==> src/rtl/clb25_cfg_loader.sv <==
// Serial configuration loader for the clb25 CLB array: frames a serial bitstream into CFG words.
// Optional per-frame even parity bit is enabled by defining CLB25_CFG_PARITY_EN.
//
// state    | meaning
// ---------+------------------------------------------------------------
// S_SYNC   | counting consecutive 1s; four in a row arms the header
// S_HDR    | idle fill of 1s; the first 0 begins the preamble
// S_PRE    | remaining three preamble bits (expect 0,1,0)
// S_LEN    | shifting in the frame count N, MSB first
// S_FSTART | expecting frame start bit 0
// S_FDATA  | shifting CFG_W data bits into the holding register
// S_FPAR   | even parity bit over the data (parity build only)
// S_FSTOP  | expecting two 1 stop bits; the second one strobes the word
// S_DONE   | all frames loaded, input ignored until reset
// S_ERR    | framing/count/parity error, input ignored until reset
module clb25_cfg_loader #(
  parameter int CFG_W      = 37,
  parameter int CNT_W      = 8,
  parameter int MAX_FRAMES = 64
) (
  input  logic             K,
  input  logic             RST_N,
  input  logic             DIN,
  input  logic             DEN,
  output logic [CFG_W-1:0] CFG,
  output logic             CFG_VLD,
  output logic [CNT_W-1:0] CFG_ADDR,
  output logic             DONE,
  output logic             ERR
);

  localparam int BCW = $clog2((CFG_W > CNT_W) ? CFG_W : CNT_W);

  typedef enum logic [3:0] {
    S_SYNC,
    S_HDR,
    S_PRE,
    S_LEN,
    S_FSTART,
    S_FDATA,
    S_FPAR,
    S_FSTOP,
    S_DONE,
    S_ERR
  } state_t;

  state_t           state_q, state_d;
  logic [BCW-1:0]   bcnt_q, bcnt_d;
  logic [1:0]       ones_q, ones_d;
  logic [CNT_W-1:0] len_q, len_d;
  logic [CNT_W-1:0] nfr_q, nfr_d;
  logic [CNT_W-1:0] idx_q, idx_d;
  logic [CFG_W-1:0] hold_q, hold_d;
  logic [CFG_W-1:0] cfg_q, cfg_d;
  logic [CNT_W-1:0] addr_q, addr_d;
  logic             vld_q, vld_d;

  always_ff @(posedge K or negedge RST_N) begin
    if (!RST_N) begin
      state_q <= S_SYNC;
      bcnt_q  <= '0;
      ones_q  <= '0;
      len_q   <= '0;
      nfr_q   <= '0;
      idx_q   <= '0;
      hold_q  <= '0;
      cfg_q   <= '0;
      addr_q  <= '0;
      vld_q   <= 1'b0;
    end else begin
      state_q <= state_d;
      bcnt_q  <= bcnt_d;
      ones_q  <= ones_d;
      len_q   <= len_d;
      nfr_q   <= nfr_d;
      idx_q   <= idx_d;
      hold_q  <= hold_d;
      cfg_q   <= cfg_d;
      addr_q  <= addr_d;
      vld_q   <= vld_d;
    end
  end

  always_comb begin
    state_d = state_q;
    bcnt_d  = bcnt_q;
    ones_d  = ones_q;
    len_d   = len_q;
    nfr_d   = nfr_q;
    idx_d   = idx_q;
    hold_d  = hold_q;
    cfg_d   = cfg_q;
    addr_d  = addr_q;
    vld_d   = 1'b0;

    if (DEN) begin
      case (state_q)
        S_SYNC: begin
          if (DIN) begin
            if (ones_q == 2'd3) begin
              state_d = S_HDR;
              ones_d  = '0;
            end else begin
              ones_d = ones_q + 2'd1;
            end
          end else begin
            ones_d = '0;
          end
        end

        S_HDR: begin
          if (!DIN) begin
            state_d = S_PRE;
            bcnt_d  = BCW'(2);
          end
        end

        // Preamble tail is 0,1,0: only the middle bit (bcnt==1) is a 1.
        S_PRE: begin
          if (DIN != (bcnt_q == BCW'(1))) begin
            state_d = S_ERR;
          end else if (bcnt_q == '0) begin
            state_d = S_LEN;
            bcnt_d  = BCW'(CNT_W - 1);
          end else begin
            bcnt_d = bcnt_q - BCW'(1);
          end
        end

        S_LEN: begin
          len_d = {len_q[CNT_W-2:0], DIN};
          if (bcnt_q == '0) begin
            nfr_d = len_d;
            idx_d = '0;
            if (len_d == '0) begin
              state_d = S_DONE;
            end else if (len_d > CNT_W'(MAX_FRAMES)) begin
              state_d = S_ERR;
            end else begin
              state_d = S_FSTART;
            end
          end else begin
            bcnt_d = bcnt_q - BCW'(1);
          end
        end

        S_FSTART: begin
          if (DIN) begin
            state_d = S_ERR;
          end else begin
            state_d = S_FDATA;
            bcnt_d  = BCW'(CFG_W - 1);
          end
        end

        S_FDATA: begin
          hold_d = {hold_q[CFG_W-2:0], DIN};
          if (bcnt_q == '0) begin
`ifdef CLB25_CFG_PARITY_EN
            state_d = S_FPAR;
`else
            state_d = S_FSTOP;
            bcnt_d  = BCW'(1);
`endif
          end else begin
            bcnt_d = bcnt_q - BCW'(1);
          end
        end

`ifdef CLB25_CFG_PARITY_EN
        S_FPAR: begin
          if ((^hold_q) ^ DIN) begin
            state_d = S_ERR;
          end else begin
            state_d = S_FSTOP;
            bcnt_d  = BCW'(1);
          end
        end
`endif

        S_FSTOP: begin
          if (!DIN) begin
            state_d = S_ERR;
          end else if (bcnt_q != '0) begin
            bcnt_d = bcnt_q - BCW'(1);
          end else begin
            cfg_d  = hold_q;
            addr_d = idx_q;
            vld_d  = 1'b1;
            idx_d  = idx_q + CNT_W'(1);
            state_d = (idx_d == nfr_q) ? S_DONE : S_FSTART;
          end
        end

        default: ;
      endcase
    end
  end

  assign CFG      = cfg_q;
  assign CFG_VLD  = vld_q;
  assign CFG_ADDR = addr_q;
  assign DONE     = (state_q == S_DONE);
  assign ERR      = (state_q == S_ERR);

endmodule

==> config.mk <==
export PLATFORM = sky130hd
export DESIGN_NAME = clb25_cfg_loader
export DESIGN_NICKNAME = d
export VERILOG_FILES = /design/src/rtl/clb25_cfg_loader.sv
export SDC_FILE = /design/constraint.sdc
export NUM_CORES = 1
export LEC_CHECK = 0
export BUFFER_PORTS_ARGS = -buffer_cell sky130_fd_sc_hd__buf_4
export CORE_MARGIN = 1.5
export CORE_UTILIZATION = 60
export DETAILED_ROUTE_END_ITERATION = 6
export GPL_ROUTABILITY_DRIVEN = 0
export PLACE_DENSITY = 0.89
export SLEW_MARGIN = 20
export SYNTH_ARGS = -nofsm -noshare
export SYNTH_HDL_FRONTEND = slang
export SYNTH_SLANG_ARGS = --single-unit
==> constraint.sdc <==
create_clock -name K -period 6.45 [get_ports K]
set_clock_uncertainty 0.2 [all_clocks]
set_input_delay 0.3225 -clock K [delete_from_list [all_inputs] [get_ports K]]
set_output_delay 0.3225 -clock K [all_outputs]
set_load 0.1 [all_outputs]
==> run metrics, run 1 <==
outcome completed; Post-layout nets 560; drt wl/cell 17.0 um; CP most frequent cell nand4_1; CTS tree yes; Avg Inst Size Synth between 10 and 15 um2; clock root buffer clkbuf_8; pwr dens 372 mW/mm2; Synth Area in XOR/XNOR around 2.3%; Ys Warns 0; Skew-Pair Late Insertion Delay 510 ps; syn_nets approximately 520; number of global-route vias before repair 3980; clk sink count between 100 and 150; Synth-to-Final Area Change 19.7%; Mapped Area around 0.0053 mm2; initial DRC count 277; Simple-Gate Fraction of Synth Area between 10% and 20%; vias post-DR 3945; final setup vio count 0; FILL cells 526; fin crit share approximately 46%; die height around 97 um; main combinational cell family by area after synthesis simple AND/OR/NAND/NOR gates; TNS Setup 0 ps; clock slew at reported path FFs 60 ps; RSZ-0062 raised after global routing no; core area about 0.0086 mm2; Startpoint Class register; ys flop type dfrtp_1; Core Rows 34; All-Layer GR Usage roughly 26%; count of distinct cell types in the synthesized netlist 59; crit path max-delay cell type inv_2; Crit Path Class reg -> reg; Least-Margin Pin Slew 824 ps; CTS HTree Levels 4; mux cell area share after synthesis between 10% and 20%; port bufs 51; Mapped Cells between 500 and 600; DRT Pass-1 Iters 5; post-CTS setup buffer count 0; CP max FO 50; Final ANT Viol Nets 0; Final WS setup 3490 ps; Max transition margin 45.0%; DRC viols 0; dpl ws ~3500 ps; leakage ~3.3 nW; largest net degree at the start of global routing 92; max_cap viols 0; initial core utilization 61.2%; Boundary Pins 52; Hold Violations, Final 0; Crit. End Element register; layout cell share with drive strength beyond 1 roughly a quarter; Synth Area in Compound Gates under 10%; crit-path cells inv_1, ha_1, or3b_2, nor3_2, nand4_1, inv_2, nand4_1, o21ai_0; critical path's top delay family simple AND/OR/NAND/NOR gates; VDD IR max roughly 200 uV; most common cell after layout, fill and taps aside nand2_1; Slowest Stage Delay on Critical Path 620 ps; grt total ovfl 0; WP buf/inv 2; Synth async-reset ratio 100%; Seq/Total Area, Yosys 55.9%; Die Span X roughly 97 um; final WL 11.5 mm; CTS Buf Count 17; fin crit period approximately 3000 ps; Synth Register Bits around 120; antenna violations before repair 0; # diodes 0; maximum clock rate between 300 and 400 MHz; hold crit path type in -> reg; Worst EP required around 6700 ps; Post-DP HPWL between 6 and 7 mm; die area about 0.0094 mm2; number of flops mapped to enable cells by yosys 0; most frequent cells in the layout nand2_1, dfrtp_1, buf_4; CP arrival approximately 3200 ps; first-pass GRT wire length about 19 mm; adder-cell share of the synthesized area 0.947%; Pins Over Slew Limit 0; CTS Buffer Depth 2; DR vias/cell 5.86
where the power goes:
part / total [mW] / internal [mW] / switching [mW]
Clock: 1.04 / 0.682 / 0.357
Sequential: 0.911 / 0.804 / 0.107
Combinational: 0.403 / 0.172 / 0.231
Total: 2.35 / 1.66 / 0.695
stage by stage:
step / instances / power, mW / instance area (um2) / hold slack [ps] / utilization [%]
final: 673 / 2.35 / 6330 / 33.2 / 73.3
after global routing: 673 / 2.45 / 6330 / 30.8 / 73.3
after CTS: 673 / 2.35 / 6320 / 11.2 / 73.2
after detailed placement: 639 / 1.31 / 5650 / 66.8 / 65.5
after global placement: 639 / 1.28 / 5650 / 60.8 / 65.5
after floorplan: 508 / 1.23 / 5290 / -173 / -
routing by layer:
layer	GRT usage (%)	up-vias	wire, um
li1	-	1827	-
met1	34.4	1955	4830
met2	41.4	140	5860
met3	6.21	23	584
met4	10.5	0	187
met5	0	-	0
Yosys cell counts (all sizes together), types with 2 or more instances:
| cell | n | area (um2) |
|---|---|---|
| dfrtp | 118 | 2950 |
| xor2 | 5 | 43.8 |
| xnor2 | 9 | 78.8 |
| nand3 | 7 | 35.0 |
| nand2 | 159 | 597 |
| ha | 4 | 50.1 |
| and3 | 3 | 18.8 |
| inv | 7 | 26.3 |
| a31oi | 3 | 18.8 |
| nor2b | 2 | 12.5 |
| or3 | 3 | 20.0 |
| nand3b | 2 | 15.0 |
| or2 | 2 | 12.5 |
| o211ai | 2 | 15.0 |
| o41ai | 2 | 17.5 |
| a22o | 2 | 17.5 |
| clkbuf | 23 | 87.6 |
| o311ai | 2 | 17.5 |
| nand2b | 2 | 12.5 |
| o21ai | 24 | 120 |
| o31ai | 4 | 35.0 |
| nor3 | 7 | 40.0 |
| buf | 8 | 83.8 |
| or4 | 5 | 41.3 |
| a21oi | 6 | 30.0 |
| or2b | 2 | 16.3 |
| nor2 | 16 | 62.6 |
| mux2 | 52 | 586 |
| nand4 | 7 | 43.8 |
path summary, 6_finish.rpt:
path / endpoint / startpoint / slack [ps] / cells past startpoint
min reg2reg: CFG_ADDR[3] / CFG_ADDR[3] / 270 / 2
min: ones_q[0] / DEN / 30 / 3
max: idx_q[6] / bcnt_q[0] / 3490 / 8
min in group asynchronous: CFG_ADDR[4] / RST_N / 60 / 2
max in group asynchronous: hold_q[9] / RST_N / 4900 / 3
max reg2reg: idx_q[6] / bcnt_q[0] / 3490 / 8
worst min-delay path: cells and delay by family:
family          cells  cell delay [ps]
buf+inv             1              140
compound gates      1              100
simple gates        1              140
cell families (layout without fill, tap and decap cells):
kind of cell / Yosys count / after routing
compound gates: 58 / 58
xor+xnor: 14 / 14
fa+ha+maj: 4 / 4
buf+inv: 38 / 95
flops: 118 / 118
mux: 52 / 52
simple gates: 224 / 224
sequential cells by signal, summed over array words and instances (netlist names):
register  flops
hold_q       37
nfr_q         8
len_q         7
CFG_ADDR      8
idx_q         8
bcnt_q        6
state_q       4
ones_q        2
CFG_VLD       1
CFG          37
layout make-up:
cell class	instances	area (um2)	share of cell area [%]
tap	108	135	2.14
timing repair buffer	56	429	6.78
clock inverter	14	221	3.50
inverter	7	26.3	0.415
multi-input combinational	352	2130	33.7
sequential	118	2950	46.7
clock buffer	18	428	6.76
repair_timing:
item                      in CTS  in global routing
hold endpoints to repair      29                  0
gates resized for setup        0                  0
hold buffers                   2                  0
Note: power is estimated with default switching activity, not from simulation.
==> run 2, diff against run 1 <==
--- a/config.mk
+++ b/config.mk
@@ -5,12 +5,13 @@
 export SDC_FILE = /design/constraint.sdc
 export NUM_CORES = 1
 export LEC_CHECK = 0
+export ABC_AREA = 1
 export BUFFER_PORTS_ARGS = -buffer_cell sky130_fd_sc_hd__buf_4
 export CORE_MARGIN = 1.5
-export CORE_UTILIZATION = 60
+export CORE_UTILIZATION = 59
 export DETAILED_ROUTE_END_ITERATION = 6
 export GPL_ROUTABILITY_DRIVEN = 0
-export PLACE_DENSITY = 0.89
+export PLACE_DENSITY = 0.88
 export SLEW_MARGIN = 20
 export SYNTH_ARGS = -nofsm -noshare
 export SYNTH_HDL_FRONTEND = slang
==> constraint.sdc (replaced) <==
create_clock -name K -period 3.1 [get_ports K]
set_clock_uncertainty 0.2 [all_clocks]
set_input_delay 0.155 -clock K [delete_from_list [all_inputs] [get_ports K]]
set_output_delay 0.155 -clock K [all_outputs]
set_load 0.1 [all_outputs]
==> run 2 against run 1 <==
- utilization grew 0.19 points
- combinational power shrank 12%
- wire length grew 1.7%
- final cell count grew 18%
- global-route usage grew 0.26 points
- largest cell class unchanged
- largest power group unchanged
- highest routed layer unchanged
==> run metrics, run 2 <==
Boundary Pins 52 (unchanged); layout cell share with drive strength beyond 1 16.3% (-10 points); VDD IR max 351 uV (+72%); Skew-Pair Late Insertion Delay 520 ps (about the same); post-synth top area cell dfrtp_1; WP buf/inv 2 (unchanged); maximum clock rate 397 MHz (+18%); Hold Violations, Final 0 (unchanged); Post-layout nets 684 (+22%); fin crit share 81.3% (+35 points); DRC viols 0 (unchanged); Worst EP required 3350 ps (-3320 ps); most frequent cells in the layout nand2_1, dfrtp_1, inv_1; fin crit period 2520 ps (-441 ps); initial DRC count 285 (+2.9%); grt total ovfl 0 (unchanged); clock root buffer clkbuf_8; number of global-route vias before repair 4283 (+7.6%); Final Util 73.5% (+0.19 points); most common cell in the netlist nand2_1; Synth Register Bits 118 (unchanged); CTS Buffer Depth 2 (unchanged); TNS Setup 0 ps (unchanged); Post-DP HPWL 7.17 mm (+6.0%); Seq/Total Area, Yosys 56.1% (+0.23 points); Crit Path Class reg -> reg; Startpoint Class register; Hold WS 30.2 ps (-2.98 ps); Final WS setup 580 ps (-2910 ps); Mapped Area 0.00526 mm2 (-0.40%); Core Rows 34 (unchanged); leakage 3.06 nW (-7.3%); Crit. End Element register; CP max FO 6 (-88%); syn_nets 625 (+21%); max_cap viols 0 (unchanged); largest net degree at the start of global routing 93 (+1.1%); Avg Inst Size Synth 8.53 um2 (-18%); pwr dens 618 mW/mm2 (+66%); Synth area leaders dfrtp_1, nand2_1, o21ai_1; R2R depth 7 (-1); RSZ-0062 raised after global routing no; port bufs 51 (unchanged); first-pass GRT wire length 19.8 mm (+1.8%); die height 97.5 um (+0.62%); Slowest Stage Delay on Critical Path 570 ps (-50 ps); post-CTS sizing 0 (unchanged); # diodes 0 (unchanged); Mapped Cells 617 (+21%); Final ANT Viol Nets 0 (unchanged); clock slew at reported path FFs 60 ps (about the same); Synth top cells by count nand2_1, dfrtp_1, inv_1, o21ai_1, o21ai_0; critical path's top delay family buffers and inverters; DRT Pass-1 Iters 5 (unchanged); CTS Buf Count 17 (unchanged); final setup vio count 0 (unchanged); CTS HTree Levels 4 (unchanged); outcome completed; Synth-to-Final Area Change 21.1%; ys flop type dfrtp_1; count of distinct cell types in the synthesized netlist 34 (-42%); clk sink count 118 (unchanged); drt wl/cell 14.6 um (-14%); core area 0.00868 mm2 (+0.49%); crit path max-delay cell type dlygate4sd3_1; Pins Over Slew Limit 0 (unchanged); All-Layer GR Usage 26.2% (+0.26 points); CP arrival 2770 ps (-410 ps); post-synth top area share 56.1% (+0.23 points); Ys Warns 0 (unchanged); final WL 11.6 mm (+1.7%); most common cell after layout, fill and taps aside nand2_1; Max transition margin 40.8% (-4.3 points); R2R Setup Slk 580 ps (-2910 ps); die area 0.00950 mm2 (+1.2%); initial core utilization 60.7% (-0.55 points); R2R Path End ones_q[1]; number of flops mapped to enable cells by yosys 0 (unchanged); Synth async-reset ratio 100% (unchanged); CTS tree yes; worst r2r src state_q[3]; antenna violations before repair 0 (unchanged); Least-Margin Pin Slew 889 ps (+64.3 ps); crit-path cells nor2_1, nand2_1, nor2_1, nand3_1, dlygate4sd3_1, nand2_1, dlygate4sd3_1; vias post-DR 4391 (+11%); hold crit path type in -> async; dpl ws 668 ps (-2820 ps); DR vias/cell 5.51 (-6.0%); Die Span X 97.5 um (+0.62%)
[run 2: cell count changes in the layout (fill, tap and decap cells not counted), sizes merged, moves of 5 or more]
cell | previous run | this run
xnor2 | 9 | 2
or4 | 5 | 0
nor2 | 16 | 32
mux2 | 52 | 0
nand2 | 159 | 171
o21ai | 24 | 117
nand4 | 7 | 1
inv | 11 | 88
nand3 | 7 | 33
[run 2: cell families (layout without fill, tap and decap cells)]
family	count (synthesis)	count (layout)	share of synthesized area, %
and+or+nand+nor	244	244	19.4
AOI/OAI and AO/OA	137	137	13.8
DFF	118	118	56.1
buffers and inverters	107	179	8.58
xor gates and xnor gates	7	7	1.16
adders and majority gates	4	4	0.951
[run 2: power by group]
part           switching, mW  total, mW  leakage, nW  internal (mW)
logic                  0.290      0.356         1.22         0.0659
clock network          0.730       1.98        0.293           1.25
registers             0.0219       1.60         1.55           1.58
total                   1.04       3.94         3.06           2.90
[run 2: cell type report]
cell class	instances	area (um2)
multi-input combinational	392	1860
clock buffer	18	428
fill	590	2300
tap	108	135
clock inverter	14	175
timing repair buffer	62	503
inverter	85	319
sequential	118	2950
[run 2: per-layer routing]
layer	part of all wire, %	wire length [um]	GRT usage (%)
met2	50	5830	43.2
met3	6.1	713	6.47
met4	2.1	244	10.1
met5	0	0	0
met1	42	4860	33.6
[run 2: timing repair]
| item | CTS | global route |
|---|---|---|
| hold buffers | 6 | 0 |
| buffers inserted | 0 | 0 |
| hold endpoints to repair | 124 | 0 |
[run 2: per-stage QoR]
step           cell area, um2  instances  total power, mW
2_1_floorplan            5260        617             1.87
3_3_place_gp             5700        759             1.97
3_5_place_dp             5700        759             1.97
4_1_cts                  6370        797             3.96
5_1_grt                  6370        797             4.06
6_report                 6370        797             3.94
[run 2: how the worst max path moves through the flow]
stage | from | to | slack, ps | depth (start not counted)
6_report | state_q[3] | ones_q[1] | 580 | 7
5_1_grt | bcnt_q[0] | idx_q[7] | 440 | 9
4_1_cts | state_q[3] | ones_q[1] | 640 | 7
3_5_place_dp | bcnt_q[0] | idx_q[1] | 670 | 8
3_3_place_gp | bcnt_q[0] | idx_q[1] | 770 | 8
2_1_floorplan | state_q[1] | DONE | 50 | 3
[run 2: tightest hold or removal path, cell delays in order]
cell and delay (ps):
dlygate4sd3_1 530, buf_4 190, buf_12 240
==> run 3, diff against run 2 <==
--- a/config.mk
+++ b/config.mk
@@ -8,10 +8,10 @@
 export ABC_AREA = 1
 export BUFFER_PORTS_ARGS = -buffer_cell sky130_fd_sc_hd__buf_4
 export CORE_MARGIN = 1.5
-export CORE_UTILIZATION = 59
+export CORE_UTILIZATION = 53
 export DETAILED_ROUTE_END_ITERATION = 6
 export GPL_ROUTABILITY_DRIVEN = 0
-export PLACE_DENSITY = 0.88
+export PLACE_DENSITY = 0.84
 export SLEW_MARGIN = 20
 export SYNTH_ARGS = -nofsm -noshare
 export SYNTH_HDL_FRONTEND = slang
==> constraint.sdc (replaced) <==
create_clock -name K -period 2.27 [get_ports K]
set_clock_uncertainty 0.2 [all_clocks]
set_input_delay 0.1135 -clock K [delete_from_list [all_inputs] [get_ports K]]
set_output_delay 0.1135 -clock K [all_outputs]
set_load 0.1 [all_outputs]
==> run 3 against run 2 <==
- utilization down 6.7 points
- register-to-register slack got worse by 440 ps
- setup slack got worse by 440 ps
- critical endpoint is now CFG_ADDR[0]
- final cell count up 3.3%
- sequential power is 36% higher
- wire length up 1.3%
- first-iteration DRC count grew 4.2%
- die area up 11%
- sequential share of layout area shrank 0.60 points
- hold slack improved by 210 ps
==> run metrics, run 3 (synthesized netlist as in run 2, its figures left out) <==
met2 WL 6.19 mm (+6.3%); Least-Margin Pin Slew 674 ps (-215 ps); Post-layout nets 685 (+0.15%); grt total ovfl 0 (unchanged); hold path startpoint DIN; VDD IR max 477 uV (+36%); Final Util 66.7% (-6.7 points); R2R Path End CFG_ADDR[0]; most common cell after layout, fill and taps aside nand2_1; layout cell share with drive strength beyond 1 17.0% (+0.70 points); final WL 11.8 mm (+1.3%); met3 layer wire length in the routed design 624 um (-12%); Skew-Pair Late Insertion Delay 520 ps (about the same); worst r2r src bcnt_q[0]; port bufs 51 (unchanged); Pins Over Slew Limit 0 (unchanged); # diodes 0 (unchanged); DRT Pass-1 Iters 5 (unchanged); RSZ-0062 raised after global routing no; design area 0.00646 mm2 (+1.4%); core area 0.00968 mm2 (+12%); fin crit share 94.0% (+13 points); Core Rows 36 (+5.9%); Crit Path Class reg -> reg; met1 wire length 4.78 mm (-1.6%); die height 103 um (+5.3%); max_cap viols 0 (unchanged); Boundary Pins 52 (unchanged); Startpoint Class register; All-Layer GR Usage 24.7% (-1.5 points); most frequent cells in the layout nand2_1, dfrtp_1, inv_1; CTS HTree Levels 4 (unchanged); drt wl/cell 14.3 um (-1.9%); Hold WS 243 ps (+213 ps); initial DRC count 297 (+4.2%); leakage 3.09 nW (+1.0%); final setup vio count 0 (unchanged); Worst EP required 2460 ps (-890 ps); clock slew at reported path FFs 60 ps (about the same); Hold EP ones_q[1]; CP max FO 59 (+53); Max transition margin 55.1% (+14 points); TNS Setup 0 ps (unchanged); Post-DP HPWL 7.16 mm (-0.17%); initial core utilization 54.4% (-6.3 points); CP arrival 2320 ps (-450 ps); R2R depth 8 (+1); Crit. End Element register; Final ANT Viol Nets 0 (unchanged); pwr dens 848 mW/mm2 (+37%); maximum clock rate 469 MHz (+18%); CTS tree yes; DR vias/cell 5.39 (-2.2%); vias post-DR 4433 (+0.96%); R2R Setup Slk 140 ps (-440 ps); hold crit path type in -> reg; die area 0.0105 mm2 (+11%); Synth-to-Final Area Change 22.7%; CTS Buffer Depth 2 (unchanged); Hold Path Depth 4; number of global-route vias before repair 4402 (+2.8%); clk sink count 118 (unchanged); first-pass GRT wire length 19.9 mm (+0.56%); antenna violations before repair 0 (unchanged); CTS Buf Count 17 (unchanged); fin crit period 2130 ps (-386 ps); largest net degree at the start of global routing 75 (-19%); outcome completed; uppermost routed layer met4; Die Span X 103 um (+5.3%); DRC viols 0 (unchanged); Hold Violations, Final 0 (unchanged); clock root buffer clkbuf_8; DP Area 0.00577 mm2 (+1.2%)
run 3: report_power, final:
group	switching, mW	internal [mW]
Clock	1.01	1.80
Combinational	0.394	0.0940
Sequential	0.0316	2.15
run 3: critical path: stages (launching register included):
cell	delay, ps
dfrtp_1	400
inv_1	130
ha_1	250
nand3_2	220
nor2_4	220
nand2_4	150
buf_12	220
nand2_1	110
o21ai_1	90
run 3: per-layer routing:
metal,global-route usage (%),up-vias
met5,0,-
met4,10.0,0
met3,7.73,23
met2,43.3,151
met1,28.1,2163
li1,-,2096
run 3: final cells by class:
class	instances	area [um2]
fill	695	3220
sequential	118	2950
multi-input combinational	392	1880
timing repair buffer	63	520
clock buffer	18	418
inverter	85	319
clock inverter	14	199
tap	133	166
run 3: worst max path at each step:
| stage | from | endpoint | slack [ps] | cells after the start |
|---|---|---|---|---|
| after floorplan | state_q[1] | DONE | 120 | 3 |
| after CTS | bcnt_q[0] | CFG_ADDR[0] | 40 | 8 |
| after detailed placement | bcnt_q[0] | CFG_ADDR[0] | 120 | 8 |
| after global placement | bcnt_q[0] | CFG[11] | 250 | 8 |
| after global routing | bcnt_q[0] | CFG_ADDR[0] | 30 | 8 |
| final | bcnt_q[0] | CFG_ADDR[0] | 140 | 8 |
run 3: what timing repair did:
action	4_1_cts	5_1_grt
endpoints found under the setup margin	0	44
endpoints found under the hold margin	128	0
buffers inserted	0	0
gates resized for setup	0	4
hold buffers	5	0
run 3: metrics by stage:
stage / total power, mW / setup WS, ps / cells
global placement: 2.69 / 253 / 786
CTS: 5.51 / 35.3 / 823
global route: 5.66 / 34.8 / 823
detailed placement: 2.70 / 117 / 786
floorplan: 2.56 / 124 / 617
finish: 5.48 / 137 / 823
